[src/rtl/accel_pkg.sv]
// Shared accelerator definitions: MVU count, descriptor width, the job record
// passed from the pito CSR side to the dispatcher, and dispatcher states.
package accel_pkg;

    localparam int NUM_MVU   = 8;
    localparam int DESC_W    = 64;
    localparam int MVU_IDX_W = (NUM_MVU > 1) ? $clog2(NUM_MVU) : 1;

    typedef logic [MVU_IDX_W-1:0] mvu_idx_t;

    typedef struct packed {
        mvu_idx_t          mvu;
        logic [DESC_W-1:0] desc;
    } mvu_job_t;

    typedef enum logic {
        IDLE  = 1'b0,
        ISSUE = 1'b1
    } disp_state_t;

    function automatic logic [NUM_MVU-1:0] mvu_onehot(input mvu_idx_t idx);
        mvu_onehot      = '0;
        mvu_onehot[idx] = 1'b1;
    endfunction

endpackage

[src/rtl/job_fifo.sv]
// In-order job queue of DEPTH entries (power of two, at least 2); pointers wrap
// naturally and occupancy is kept as an explicit count so full/empty are unambiguous.
module job_fifo #(
    parameter int  DEPTH = 4,
    parameter type T     = accel_pkg::mvu_job_t
) (
    input  logic                   clk,
    input  logic                   rst,
    input  logic                   i_push,
    input  T                       i_push_data,
    input  logic                   i_pop,
    output T                       o_head,
    output logic [$clog2(DEPTH):0] o_count
);

    localparam int PTR_W = $clog2(DEPTH);
    localparam int CNT_W = PTR_W + 1;
    localparam logic [CNT_W-1:0] FULL_CNT = CNT_W'(DEPTH);

    T                 r_mem [DEPTH];
    logic [PTR_W-1:0] r_wr_ptr;
    logic [PTR_W-1:0] r_rd_ptr;
    logic [CNT_W-1:0] r_count;
    logic             w_do_push;
    logic             w_do_pop;

    assign w_do_push = i_push && (r_count != FULL_CNT);
    assign w_do_pop  = i_pop && (r_count != '0);

    always_ff @(posedge clk or posedge rst) begin
        if (rst) begin
            r_wr_ptr <= '0;
            r_rd_ptr <= '0;
            r_count  <= '0;
        end else begin
            if (w_do_push) begin
                r_wr_ptr <= r_wr_ptr + PTR_W'(1);
            end
            if (w_do_pop) begin
                r_rd_ptr <= r_rd_ptr + PTR_W'(1);
            end
            if (w_do_push && !w_do_pop) begin
                r_count <= r_count + CNT_W'(1);
            end else if (!w_do_push && w_do_pop) begin
                r_count <= r_count - CNT_W'(1);
            end
        end
    end

    // Storage needs no reset: which entries are live is decided by the count alone.
    always_ff @(posedge clk) begin
        if (w_do_push) begin
            r_mem[r_wr_ptr] <= i_push_data;
        end
    end

    assign o_head  = r_mem[r_rd_ptr];
    assign o_count = r_count;

endmodule

[src/rtl/mvu_job_dispatcher.sv]
// MVU job dispatcher: queues jobs from the pito CSR side and issues them strictly
// in order, one start pulse per job, tracking per-MVU busy, interrupts and errors.
module mvu_job_dispatcher #(
    parameter int NUM_MVU = accel_pkg::NUM_MVU,
    parameter int DEPTH   = 4,
    parameter int DESC_W  = accel_pkg::DESC_W
) (
    input  logic                       clk,
    input  logic                       rst,
    input  logic                       cmd_valid,
    output logic                       cmd_ready,
    input  logic [$clog2(NUM_MVU)-1:0] cmd_mvu,
    input  logic [DESC_W-1:0]          cmd_desc,
    output logic [NUM_MVU-1:0]         mvu_start,
    output logic [DESC_W-1:0]          mvu_desc,
    input  logic [NUM_MVU-1:0]         mvu_done,
    output logic [NUM_MVU-1:0]         mvu_irq,
    input  logic [NUM_MVU-1:0]         irq_clr,
    output logic [NUM_MVU-1:0]         busy,
    output logic [$clog2(DEPTH):0]     q_count,
    output logic                       err
);

    import accel_pkg::*;

    localparam int CNT_W = $clog2(DEPTH) + 1;
    localparam logic [CNT_W-1:0] FULL_CNT = CNT_W'(DEPTH);

    disp_state_t        r_state;
    disp_state_t        w_state_next;
    mvu_job_t           w_push_job;
    mvu_job_t           w_head;
    logic [CNT_W-1:0]   w_count;
    logic               w_accept;
    logic               w_pop;
    logic               r_live;
    logic [NUM_MVU-1:0] w_head_onehot;
    logic [NUM_MVU-1:0] w_issue_set;
    logic [NUM_MVU-1:0] w_done_ok;
    logic [NUM_MVU-1:0] w_done_bad;
    logic [NUM_MVU-1:0] r_busy;
    logic [NUM_MVU-1:0] r_irq;
    logic [NUM_MVU-1:0] r_start;
    logic [DESC_W-1:0]  r_desc;
    logic               r_err;

    // Ready is held low through reset and rises on the first clock after release.
    assign cmd_ready  = r_live && (w_count < FULL_CNT);
    assign w_accept   = cmd_valid && cmd_ready;
    assign w_push_job = '{mvu: cmd_mvu, desc: cmd_desc};

    job_fifo #(
        .DEPTH (DEPTH),
        .T     (mvu_job_t)
    ) u_job_fifo (
        .clk         (clk),
        .rst         (rst),
        .i_push      (w_accept),
        .i_push_data (w_push_job),
        .i_pop       (w_pop),
        .o_head      (w_head),
        .o_count     (w_count)
    );

    assign w_head_onehot = mvu_onehot(w_head.mvu);
    assign w_pop         = (r_state == ISSUE);
    assign w_issue_set   = w_pop ? w_head_onehot : '0;
    assign w_done_ok     = mvu_done & r_busy;
    assign w_done_bad    = mvu_done & ~r_busy;

    always_comb begin
        w_state_next = r_state;
        case (r_state)
            IDLE: begin
                if ((w_count != '0) && !r_busy[w_head.mvu]) begin
                    w_state_next = ISSUE;
                end
            end
            ISSUE:   w_state_next = IDLE;
            default: w_state_next = IDLE;
        endcase
    end

    always_ff @(posedge clk or posedge rst) begin
        if (rst) begin
            r_state <= IDLE;
            r_live  <= 1'b0;
        end else begin
            r_state <= w_state_next;
            r_live  <= 1'b1;
        end
    end

    // Start/descriptor are registered alongside the IDLE->ISSUE step so they are
    // live for exactly the ISSUE cycle; the head cannot move until that cycle ends.
    always_ff @(posedge clk or posedge rst) begin
        if (rst) begin
            r_start <= '0;
            r_desc  <= '0;
        end else if (w_state_next == ISSUE) begin
            r_start <= w_head_onehot;
            r_desc  <= w_head.desc;
        end else begin
            r_start <= '0;
            r_desc  <= '0;
        end
    end

    always_ff @(posedge clk or posedge rst) begin
        if (rst) begin
            r_busy <= '0;
            r_irq  <= '0;
            r_err  <= 1'b0;
        end else begin
            r_busy <= (r_busy & ~w_done_ok) | w_issue_set;
            r_irq  <= (r_irq & ~irq_clr) | w_done_ok;
            if (w_done_bad != '0) begin
                r_err <= 1'b1;
            end
        end
    end

    assign mvu_start = r_start;
    assign mvu_desc  = r_desc;
    assign busy      = r_busy;
    assign mvu_irq   = r_irq;
    assign err       = r_err;
    assign q_count   = w_count;

    // A start names at most one MVU and never one that still holds a job.
    assert property (@(posedge clk) disable iff (rst) $onehot0(mvu_start));
    assert property (@(posedge clk) disable iff (rst) ((mvu_start & busy) == '0));

endmodule

[config.mk]
export PLATFORM = sky130hd
export DESIGN_NAME = mvu_job_dispatcher
export DESIGN_NICKNAME = d
export VERILOG_FILES = /design/src/rtl/accel_pkg.sv /design/src/rtl/job_fifo.sv /design/src/rtl/mvu_job_dispatcher.sv
export SDC_FILE = /design/constraint.sdc
export NUM_CORES = 1
export LEC_CHECK = 0
export BUFFER_PORTS_ARGS = -buffer_cell sky130_fd_sc_hd__buf_2
export CAP_MARGIN = 15
export CORE_MARGIN = 1
export CORE_UTILIZATION = 35
export CTS_BUF_LIST = sky130_fd_sc_hd__clkbuf_8 sky130_fd_sc_hd__clkbuf_16
export CTS_CLUSTER_SIZE = 40
export DETAILED_ROUTE_END_ITERATION = 8
export GPL_TIMING_DRIVEN = 0
export PLACE_DENSITY = 0.5
export SYNTH_ARGS = -nofsm -noshare
export SYNTH_HDL_FRONTEND = slang
export SYNTH_SLANG_ARGS = --single-unit
[constraint.sdc]
create_clock -name clk -period 3.39 [get_ports clk]
set_input_delay 0.1695 -clock clk [delete_from_list [all_inputs] [get_ports clk]]
set_output_delay 0.1695 -clock clk [all_outputs]
set_load 0.01 [all_outputs]
==> out/metrics.yaml, run 1 <==
floorplan:
  initial_core_util_pct: 35.8
  rows: 71
  dieArea_mm2: 0.0397
  fp.dieH_um: 199
  core_region_area_mm2: 0.0380
  io_pins: 179
  die-width_um: 199
power_and_ir_drop:
  combinationalPowerShare_pct: 31.0
  leakage_uw: 0.00684
  power.internal_uw: 9880
  p_sw_share_pct: 31.3
  finalPower_uw: 14400
  p_sw_uw: 4510
  powerDensity_mw_per_mm2: 820
  clock_power_share_pct: 29.4
  ir_drop_v: 0.000357
  pwr-share-seq_pct: 39.7
route:
  drc: 0
  first_pass_iters: 4
  wl_um: 30200
  drtIter0Drc: 260
  avgViaCountPerCell: 4.73
  vias: 7384
  wl_per_cell_um: 19.3
  antenna_left: 0
place:
  hpwl_um: 18400
  gp_congestion: 0.702
  numPortBuffers: 178
logic_synthesis:
  synth_edf_count: 268
  synth_cells: 701
  ys_seq_area_share_pct: 77.1
  synth_area_mm2: 0.0136
  synth_warnings: 0
  synth-async-reset-ratio_pct: 26.8
  synth_nets: 793
  avgSynthCellArea_um2: 19.4
  synth_cell_types: 39
  yosys_register_bits: 366
  ys.flop_type: "edfxtp_1"
sta:
  slew_headroom_pct: 37.0
  setup_viol: 0
  rsz0062_at_grt: "false"
  holdWs_ps: 147
  fmax_mhz: 348
  hold_viol_final: 0
  tightest_slew_ps: 945
  clock_skew_ps: 22.2
  min_period_over_period_pct: 84.7
  period_needed_ps: 2870
  slew_viol_final: 0
critical_path:
  r2r_setup_slack_ps: 520
  rr_worst_depth: 7
  critical_path_class: "reg2reg"
  path_cells: "buf_2 > mux4_2 > nand2b_1 > o221ai_2 > buf_2 > buf_2 > a211oi_1"
  reg2reg_to: "mvu_desc[56]$_DFF_PP0_"
  required_ps: 3780
  crit_path_end_kind: "flop"
  cpMaxStageDelayCell: "mux4_2"
  critPathMaxStageDelay_ps: 600
  cp_max_fo: 10
  critPathLaunchType: "flop"
  crit_arrival_ps: 3260
  reg2reg_from: "u_job_fifo.r_rd_ptr[0]$_DFFE_PP0P_"
  cp_common_cell: "buf_2"
clock_tree:
  htree_num_levels: 2
  clk_pin_slew_worst_paths_ps: 60
  ctsHoldBuffers: 92
  cts_buffers: 41
  cts_sinks: 366
  post_cts_buffers: 0
  clkLatencyLatePin_ps: 550
  cts_tree: "built"
  post_cts_resized: 0
  clock-root-buffer: "clkbuf_16"
  clock_path_buffers: 3
hold_path:
  hold_end: "u_job_fifo.r_wr_ptr[0]$_DFFE_PP0P_"
  hold_start: "cmd_valid"
  hp-class: "in2reg"
  hold_depth: 3
grt:
  grt_max_degree: 65
  track_usage_pct: 15.8
  grt_pass1_wl_um: 46100
  grt_pass1_vias: 7951
  antenna_found_initial: 0
  grt_overflow: 0
layout:
  antennaDiodeCount: 0
  area_delta_synth_final_pct: 28.7
  layout_commonest_cell: "edfxtp_1"
  mostFrequentLayoutCells: "268 x edfxtp_1, 188 x buf_2, 98 x dfrtp_1, 94 x inv_1, 92 x dlygate4sd3_1"
  n_fill_cell: 3408
  layout.nets: 1111
  drive_gt1_share_pct: 33.0
run:
  cap_violations: 0
outcome:
  status: "completed"
## worst max-delay path by stage
stage / slack (ps) / cells after the start / start / end
final: 520 / 7 / u_job_fifo.r_rd_ptr[0]$_DFFE_PP0P_ / mvu_desc[56]$_DFF_PP0_
after global routing: 280 / 7 / u_job_fifo.r_rd_ptr[0]$_DFFE_PP0P_ / mvu_desc[47]$_DFF_PP0_
after CTS: 380 / 7 / u_job_fifo.r_rd_ptr[0]$_DFFE_PP0P_ / mvu_desc[56]$_DFF_PP0_
after detailed placement: 400 / 7 / u_job_fifo.r_rd_ptr[0]$_DFFE_PP0P_ / mvu_desc[52]$_DFF_PP0_
after global placement: -1180 / 2 / rst / mvu_desc[9]$_DFF_PP0_
after floorplan: 520 / 2 / u_job_fifo.o_count[2]$_DFFE_PP0P_ / u_job_fifo.r_mem[0][0]$_DFFE_PP_
## area by class of cell
cell class	count	area (um^2)	area share, %
Clock buffer	49	1160	6.61
Buffer	38	226	1.29
Clock inverter	26	151	0.863
Sequential cell	366	10500	59.9
Timing Repair Buffer	275	1930	11.0
Multi-Input combinational cell	213	2610	14.9
Tap cell	511	639	3.65
Inverter	84	320	1.83
## synthesized netlist by cell type (2+ instances only)
cell type  number  share of area, %
edfxtp_1      268                59
dfrtp_1        98                18
inv_1          84               2.3
mux4_2         67                11
a211oi_1       61               3.4
nand2_1        12              0.33
buf_2          10              0.37
clkbuf_1       10              0.28
o21ai_0        10              0.37
o22ai_1         8              0.37
buf_4           7              0.39
buf_6           6              0.50
buf_1           5              0.14
ha_1            5              0.46
nor3_1          5              0.18
and3_1          4              0.18
mux2i_1         4              0.29
nand2b_1        4              0.18
nor4_1          4              0.18
xnor2_1         4              0.26
a211oi_2        3              0.28
a21oi_1         2             0.073
mux2_2          2              0.17
nor2_1          2             0.055
xor2_1          2              0.13
## routing by layer
layer  wire length, um  share of wire (%)  track usage (%)
met5                 0                  0                0
met4               687                2.3             5.75
met3              1530                5.1             3.19
met2             14900                 49             26.4
met1             13100                 43             20.2
## power by group through the flow
stage,logic (uW),clock network [uW],registers [uW]
after floorplan,2720,0,5970
after global routing,4940,4510,5770
after detailed placement,4440,0,5800
final,4450,4220,5710
after CTS,4600,4350,5720
after global placement,4420,0,5820
## cells by family (layout without fill, tap and decap cells)
family | Yosys count | after routing | synth area share, %
flip-flops | 366 | 366 | 77.1
buffers and inverters | 122 | 472 | 3.98
AO/OA/AOI/OAI | 90 | 90 | 5.01
multiplexers | 73 | 73 | 11.5
AND/OR/NAND/NOR | 37 | 37 | 1.40
adder cells (fa/ha/maj) | 6 | 6 | 0.606
XOR/XNOR | 6 | 6 | 0.386
other | 1 | 1 | 0.0275
## metrics by stage
step | instances | worst slack (ps) | utilization (%) | instance area [um^2] | TNS [ps]
after detailed placement | 1395 | 396 | 40.3 | 15300 | 0
after global routing | 1562 | 282 | 46.1 | 17500 | 0
after global placement | 1390 | -1180 | 39.9 | 15200 | -374420
after floorplan | 701 | 518 | - | 13600 | 0
after CTS | 1562 | 378 | 46.1 | 17500 | 0
final | 1562 | 520 | 46.1 | 17500 | 0
## state kept, by name, indices dropped and copies added (netlist names)
name	count
u_job_fifo.o_count	3
mvu_start	8
u_job_fifo.r_rd_ptr	2
mvu_irq	8
r_live	1
u_job_fifo.r_wr_ptr	2
mvu_desc	64
busy	8
r_state	1
u_job_fifo.r_mem	268
err	1
## worst max-delay path, delay by kind of cell (launching register included)
family          cells  cell delay (ps)
compound gates      2              630
mux                 1              600
simple gates        1              270
buf+inv             3              900
flops               1              320
Note: power is estimated with default switching activity, not from simulation.
==> inputs of run 2 (changes only) <==
- ABC_AREA: default -> 1
- clock period: 3.39 -> 2.85 ns (I/O delays scaled with it)
==> out/metrics.yaml, run 2 <==
outcome:
  status: "completed"
sta:
  hold_viol_final: 0  # unchanged
  tns_ps: 0  # unchanged
  clock_skew_ps: 11.7  # -10.4 ps
  rsz0062_at_grt: "false"
  slew_viol_final: 0  # unchanged
  holdWs_ps: 226  # +79.3 ps
  period_needed_ps: 2510  # -360 ps
  setup_viol: 0  # unchanged
  tightest_slew_ps: 732  # -213 ps
  slew_headroom_pct: 51.1  # +14 points
  fmax_mhz: 398  # +14%
  min_period_over_period_pct: 88.1  # +3.4 points
clock_tree:
  htree_num_levels: 2  # unchanged
  clock_path_buffers: 3  # unchanged
  clkLatencyLatePin_ps: 550  # about the same
  post_cts_buffers: 0  # unchanged
  ctsHoldBuffers: 91  # -1.1%
  clk_pin_slew_worst_paths_ps: 60  # about the same
  cts_sinks: 366  # unchanged
  post_cts_resized: 0  # unchanged
  cts_buffers: 40  # -2.4%
  cts_tree: "built"
  clock-root-buffer: "clkbuf_16"
route:
  wl_per_cell_um: 17.5  # -9.6%
  first_pass_iters: 4  # unchanged
  wl_um: 33200  # +10%
  drtIter0Drc: 387  # +49%
  antenna_left: 0  # unchanged
  drc: 0  # unchanged
  avgViaCountPerCell: 4.55  # -3.8%
  vias: 8651  # +17%
logic_synthesis:
  muxShareOfSynthArea_pct: 0.0801  # -11 points
  yosys_register_bits: 366  # unchanged
  synth_common_cells: "268 x edfxtp_1, 140 x nor2_1, 134 x o21ai_0, 98 x dfrtp_1, 98 x inv_1"
  synth_area_mm2: 0.0141  # +3.1%
  synth_area_leaders: "edfxtp_1 57%, dfrtp_1 17%, o21ai_0 4.8%"
  synth_nets: 1115  # +41%
  synth_cell_types: 32  # -18%
  ys_seq_area_share_pct: 74.7  # -2.3 points
  ys.flop_type: "edfxtp_1"
  synth_xor_area_share_pct: 0.249  # -0.14 points
  synth.most_common_cell: "edfxtp_1"
  synth_cells: 1023  # +46%
  synth_edf_count: 268  # unchanged
  avgSynthCellArea_um2: 13.7  # -29%
  synthAdderAreaFrac_pct: 0.588  # -0.018 points
  synth-async-reset-ratio_pct: 26.8  # unchanged
  synth_top_family_by_area: "simple AND/OR/NAND/NOR gates"
  synth_warnings: 0  # unchanged
  synth-simple-area-share_pct: 11.1  # +9.7 points
  synth_top_area_share_pct: 57.3  # -1.8 points
  synth_top_area_cell: "edfxtp_1"
  synth_compound_area_share_pct: 8.47  # +3.5 points
layout:
  layout_commonest_cell: "edfxtp_1"
  antennaDiodeCount: 0  # unchanged
  largest_reg_flops: 268  # unchanged
  design_area_mm2: 0.0182  # +4.1%
  mostFrequentLayoutCells: "268 x edfxtp_1, 185 x buf_2, 136 x nor2_1, 134 x o21ai_0, 102 x inv_1"
  drive_gt1_share_pct: 27.0  # -6.0 points
  layout.nets: 1439  # +30%
  instances_no_fill: 1902  # +22%
  area_delta_synth_final_pct: 29.8
  top_register: "u_job_fifo.r_mem"
critical_path:
  reg2reg_to: "u_job_fifo.r_mem[3][38]$_DFFE_PP_"
  r2r_setup_slack_ps: 340  # -180 ps
  required_ps: 3100  # -680 ps
  rr_worst_depth: 7  # unchanged
  crit_path_end_kind: "flop"
  critical_path_class: "reg2reg"
  path_cells: "nor2_1 > nand2_1 > nor2_4 > buf_16 > buf_16 > buf_16 > buf_16"
  cp_max_fo: 16  # +6
  reg2reg_from: "u_job_fifo.o_count[2]$_DFFE_PP0P_"
  cp_common_cell: "buf_16"
  critPathMaxStageDelay_ps: 550  # -50 ps
  cpMaxStageDelayCell: "nor2_4"
  crit_arrival_ps: 2760  # -500 ps
  critPathLaunchType: "flop"
power_and_ir_drop:
  powerDensity_mw_per_mm2: 1050  # +29%
  leakage_uw: 0.00720  # +5.3%
  ir_drop_v: 0.000445  # +25%
grt:
  grt_overflow: 0  # unchanged
  grt_pass1_wl_um: 51600  # +12%
  track_usage_pct: 16.6  # +0.83 points
  grt_pass1_vias: 9163  # +15%
  grt_max_degree: 59  # -9.2%
  antenna_found_initial: 1  # +1
place:
  placed_area_mm2: 0.0160  # +4.2%
  place_inst: 1739  # +25%
  gp_congestion: 0.750  # +6.8%
  numPortBuffers: 178  # unchanged
  hpwl_um: 20900  # +14%
floorplan:
  initial_core_util_pct: 35.5  # -0.39 points
  core_region_area_mm2: 0.0396  # +4.3%
  fp.dieH_um: 202  # +1.5%
  die-width_um: 202  # +1.5%
  io_pins: 179  # unchanged
  rows: 73  # +2.8%
  dieArea_mm2: 0.0410  # +3.1%
run:
  cap_violations: 0  # unchanged
hold_path:
  hp-class: "in2async"
run 2: cell count changes after synthesis, moves of 6 or more:
cell,change
mux4_2,-67
nand2_2,+10
o22ai_1,+69
clkbuf_1,+24
inv_1,+14
buf_4,-7
nand3_1,+6
nor2_2,+30
nor2_4,+44
nor2_1,+138
nand2_1,+21
a211oi_1,-61
o21ai_0,+124
run 2: how the worst max path moves through the flow:
| stage | cells past startpoint | start | endpoint | slack [ps] |
|---|---|---|---|---|
| after detailed placement | 7 | u_job_fifo.o_count[2]$_DFFE_PP0P_ | u_job_fifo.r_mem[3][42]$_DFFE_PP_ | 280 |
| after CTS | 7 | u_job_fifo.o_count[2]$_DFFE_PP0P_ | u_job_fifo.r_mem[3][38]$_DFFE_PP_ | 270 |
| final | 7 | u_job_fifo.o_count[2]$_DFFE_PP0P_ | u_job_fifo.r_mem[3][38]$_DFFE_PP_ | 340 |
| after floorplan | 3 | u_job_fifo.o_count[2]$_DFFE_PP0P_ | u_job_fifo.r_mem[0][0]$_DFFE_PP_ | -240 |
| after global routing | 7 | u_job_fifo.o_count[2]$_DFFE_PP0P_ | u_job_fifo.r_mem[3][38]$_DFFE_PP_ | 190 |
| after global placement | 3 | u_job_fifo.o_count[2]$_DFFE_PP0P_ | u_job_fifo.r_mem[0][26]$_DFFE_PP_ | -1870 |
run 2: per-stage QoR:
stage | utilization (%) | setup WS [ps] | total power [uW]
2_1_floorplan | - | -238 | 11700
3_3_place_gp | 39.4 | -1870 | 13900
3_5_place_dp | 40.2 | 285 | 14000
4_1_cts | 46.0 | 270 | 19600
5_1_grt | 46.0 | 193 | 20400
6_report | 46.0 | 340 | 19200
run 2: final cells by class:
type	count	area, um^2
Clock inverter	24	236
Fill cell	3647	21400
Inverter	101	384
Multi-Input combinational cell	505	2910
Timing Repair Buffer	282	2120
Clock buffer	48	1140
Sequential cell	366	10500
Tap cell	525	657
Buffer	51	295
run 2: cells by family (layout without fill, tap and decap cells):
group,after synthesis,count (layout)
AOI/OAI and AO/OA,217,217
xor gates and xnor gates,4,4
adders and majority gates,6,6
buffers and inverters,152,506
DFF,366,366
muxes,1,1
other,1,1
and+or+nand+nor,276,276
run 2: critical path, delay by kind of cell, from the launching register on:
kind / cells / cell delay [ps]
flops: 1 / 410
buf+inv: 4 / 740
simple gates: 3 / 1020
run 2: routing by layer:
| layer | vias up | global-route usage [%] | share of wire [%] |
|---|---|---|---|
| li1 | 4217 | - | - |
| met1 | 4204 | 21.8 | 45 |
| met2 | 170 | 27.8 | 49 |
| met3 | 58 | 2.81 | 4.0 |
| met4 | 2 | 5.64 | 2.3 |
| met5 | - | 0 | 0.039 |
run 2: power by group:
part           switching (uW)  internal, uW  total (uW)
Clock                    2110          3230        5340
Combinational            4650          2440        7090
Sequential                268          6540        6810
==> inputs of run 3 (changes only) <==
- ABC_AREA: 1 -> default
==> out/metrics.yaml, run 3 (synthesized netlist as in run 1, its figures left out) <==
floorplan:
  fp.dieH_um: 199  # -1.5%
  core_region_area_mm2: 0.0380  # -4.1%
  dieArea_mm2: 0.0397  # -3.0%
  rows: 71  # -2.7%
  die-width_um: 199  # -1.5%
  io_pins: 179  # unchanged
  initial_core_util_pct: 35.8  # +0.39 points
sta:
  slew_headroom_pct: 38.8  # -12 points
  setup_viol: 0  # unchanged
  slew_viol_final: 0  # unchanged
  tightest_slew_ps: 917  # +185 ps
  finalWorstSetupSlack_ps: 207  # -133 ps
  clock_skew_ps: 17.1  # +5.32 ps
  hold_viol_final: 0  # unchanged
  fmax_mhz: 378  # -5.0%
  tns_ps: 0  # unchanged
  period_needed_ps: 2640  # +133 ps
  rsz0062_at_grt: "false"
  min_period_over_period_pct: 92.7  # +4.7 points
critical_path:
  crit_arrival_ps: 3030  # +270 ps
  rr_worst_depth: 7  # unchanged
  reg2reg_to: "mvu_desc[14]$_DFF_PP0_"
  crit_path_end_kind: "flop"
  cp_max_fo: 10  # -6
  critPathLaunchType: "flop"
  critical_path_class: "reg2reg"
  required_ps: 3240  # +140 ps
  r2r_setup_slack_ps: 210  # -130 ps
  reg2reg_from: "u_job_fifo.r_rd_ptr[0]$_DFFE_PP0P_"
power_and_ir_drop:
  pwr-share-seq_pct: 38.3  # +2.9 points
  clock_power_share_pct: 31.2  # +3.4 points
  combinationalPowerShare_pct: 30.4  # -6.4 points
  p_sw_share_pct: 31.0  # -5.5 points
  power.internal_uw: 12200  # about the same
  leakage_uw: 0.00692  # -3.9%
  p_sw_uw: 5490  # -22%
  ir_drop_v: 0.000501  # +13%
  powerDensity_mw_per_mm2: 999  # -5.3%
clock_tree:
  clock_path_buffers: 3  # unchanged
  clk_pin_slew_worst_paths_ps: 60  # about the same
  cts_tree: "built"
  clock-root-buffer: "clkbuf_16"
  cts_sinks: 366  # unchanged
  cts_buffers: 42  # +5.0%
  htree_num_levels: 2  # unchanged
  clkLatencyLatePin_ps: 550  # about the same
grt:
  grt_overflow: 0  # unchanged
  grt_max_degree: 66  # +12%
  antenna_found_initial: 1  # unchanged
  grt_pass1_vias: 7878  # -14%
  grt_pass1_wl_um: 46700  # -9.5%
  track_usage_pct: 15.9  # -0.68 points
place:
  gp_congestion: 0.735  # -2.0%
  hpwl_um: 18700  # -11%
  pre_cts_slack_ps: -193  # -477 ps
  numPortBuffers: 178  # unchanged
hold_path:
  hold_depth: 3
  hp-class: "in2reg"
  hold_start: "cmd_valid"
  hold_end: "u_job_fifo.r_wr_ptr[0]$_DFFE_PP0P_"
layout:
  layout_commonest_cell: "edfxtp_1"
  area_delta_synth_final_pct: 30.2
  top_register: "u_job_fifo.r_mem"
  drive_gt1_share_pct: 34.0  # +7.0 points
  largest_reg_flops: 268  # unchanged
  layout.nets: 1115  # -23%
  mostFrequentLayoutCells: "268 x edfxtp_1, 188 x buf_2, 98 x dfrtp_1, 92 x dlygate4sd3_1, 91 x inv_1"
route:
  first_pass_iters: 4  # unchanged
  wl_per_cell_um: 19.5  # +12%
  vias: 7361  # -15%
  drc: 0  # unchanged
  wl_um: 30600  # -7.8%
  drtIter0Drc: 292  # -25%
  avgViaCountPerCell: 4.69  # +3.2%
  antenna_left: 0  # unchanged
run:
  cap_violations: 0  # unchanged
outcome:
  status: "completed"
==> run 3: critical path, stage by stage (launching register included) <==
cell and delay, ps:
dfrtp_1 320, buf_2 230, mux4_2 590, nand2b_1 290, o221ai_4 260, buf_12 160, clkbuf_1 460, a211oi_1 170
==> run 3: worst max-delay path by stage <==
stage / startpoint / to / cells after the start
3_3_place_gp: rst / mvu_desc[9]$_DFF_PP0_ / 2
3_5_place_dp: u_job_fifo.r_rd_ptr[0]$_DFFE_PP0P_ / mvu_desc[53]$_DFF_PP0_ / 7
2_1_floorplan: rst / busy[0]$_DFF_PP0_ / 1
5_1_grt: u_job_fifo.r_rd_ptr[0]$_DFFE_PP0P_ / mvu_desc[24]$_DFF_PP0_ / 7
4_1_cts: u_job_fifo.r_rd_ptr[0]$_DFFE_PP0P_ / mvu_desc[44]$_DFF_PP0_ / 7
6_report: u_job_fifo.r_rd_ptr[0]$_DFFE_PP0P_ / mvu_desc[14]$_DFF_PP0_ / 7
==> run 3: repair_timing <==
| item | CTS | global route |
|---|---|---|
| resized for setup | 1 | 4 |
| hold endpoints to repair | 328 | 0 |
| endpoints found under the setup margin | 49 | 26 |
| buffers inserted | 1 | 2 |
| hold buffers | 92 | 0 |
| pin swaps | 1 | 1 |
==> run 3: power groups by stage <==
| stage | logic, uW | registers, uW | clock network [uW] |
|---|---|---|---|
| final | 5390 | 6790 | 5530 |
| after global routing | 5980 | 6870 | 5880 |
| after floorplan | 3240 | 7090 | 0 |
| after detailed placement | 5290 | 6900 | 0 |
| after CTS | 5530 | 6800 | 5690 |
| after global placement | 5230 | 6920 | 0 |
==> run 3: routing by layer <==
layer	part of all wire [%]	GRT usage [%]
met5	0	0
met4	2.1	5.04
met3	5.0	3.22
met2	49	26.8
met1	44	20.6
==> run 3: through the flow <==
| stage | std cells | hold slack (ps) | utilization, % | instance area (um^2) | total power, uW |
|---|---|---|---|---|---|
| floorplan | 701 | 239 | - | 13600 | 10300 |
| global placement | 1390 | 336 | 39.9 | 15200 | 12200 |
| detailed placement | 1395 | 175 | 40.3 | 15300 | 12200 |
| CTS | 1565 | 96.4 | 46.6 | 17700 | 18000 |
| global route | 1568 | 155 | 46.6 | 17700 | 18700 |
| finish | 1568 | 110 | 46.6 | 17700 | 17700 |
==> run 3: layout make-up <==
cell class / count / area, um^2
repair buffers: 278 / 1980
inverters: 84 / 320
diodes: 1 / 2.50
clock buffers: 49 / 1190
well taps: 511 / 639
clock inverters: 28 / 259
flip-flops and latches: 366 / 10500
plain buffers: 38 / 229
multi-input cells: 213 / 2620
fillers: 3395 / 20300
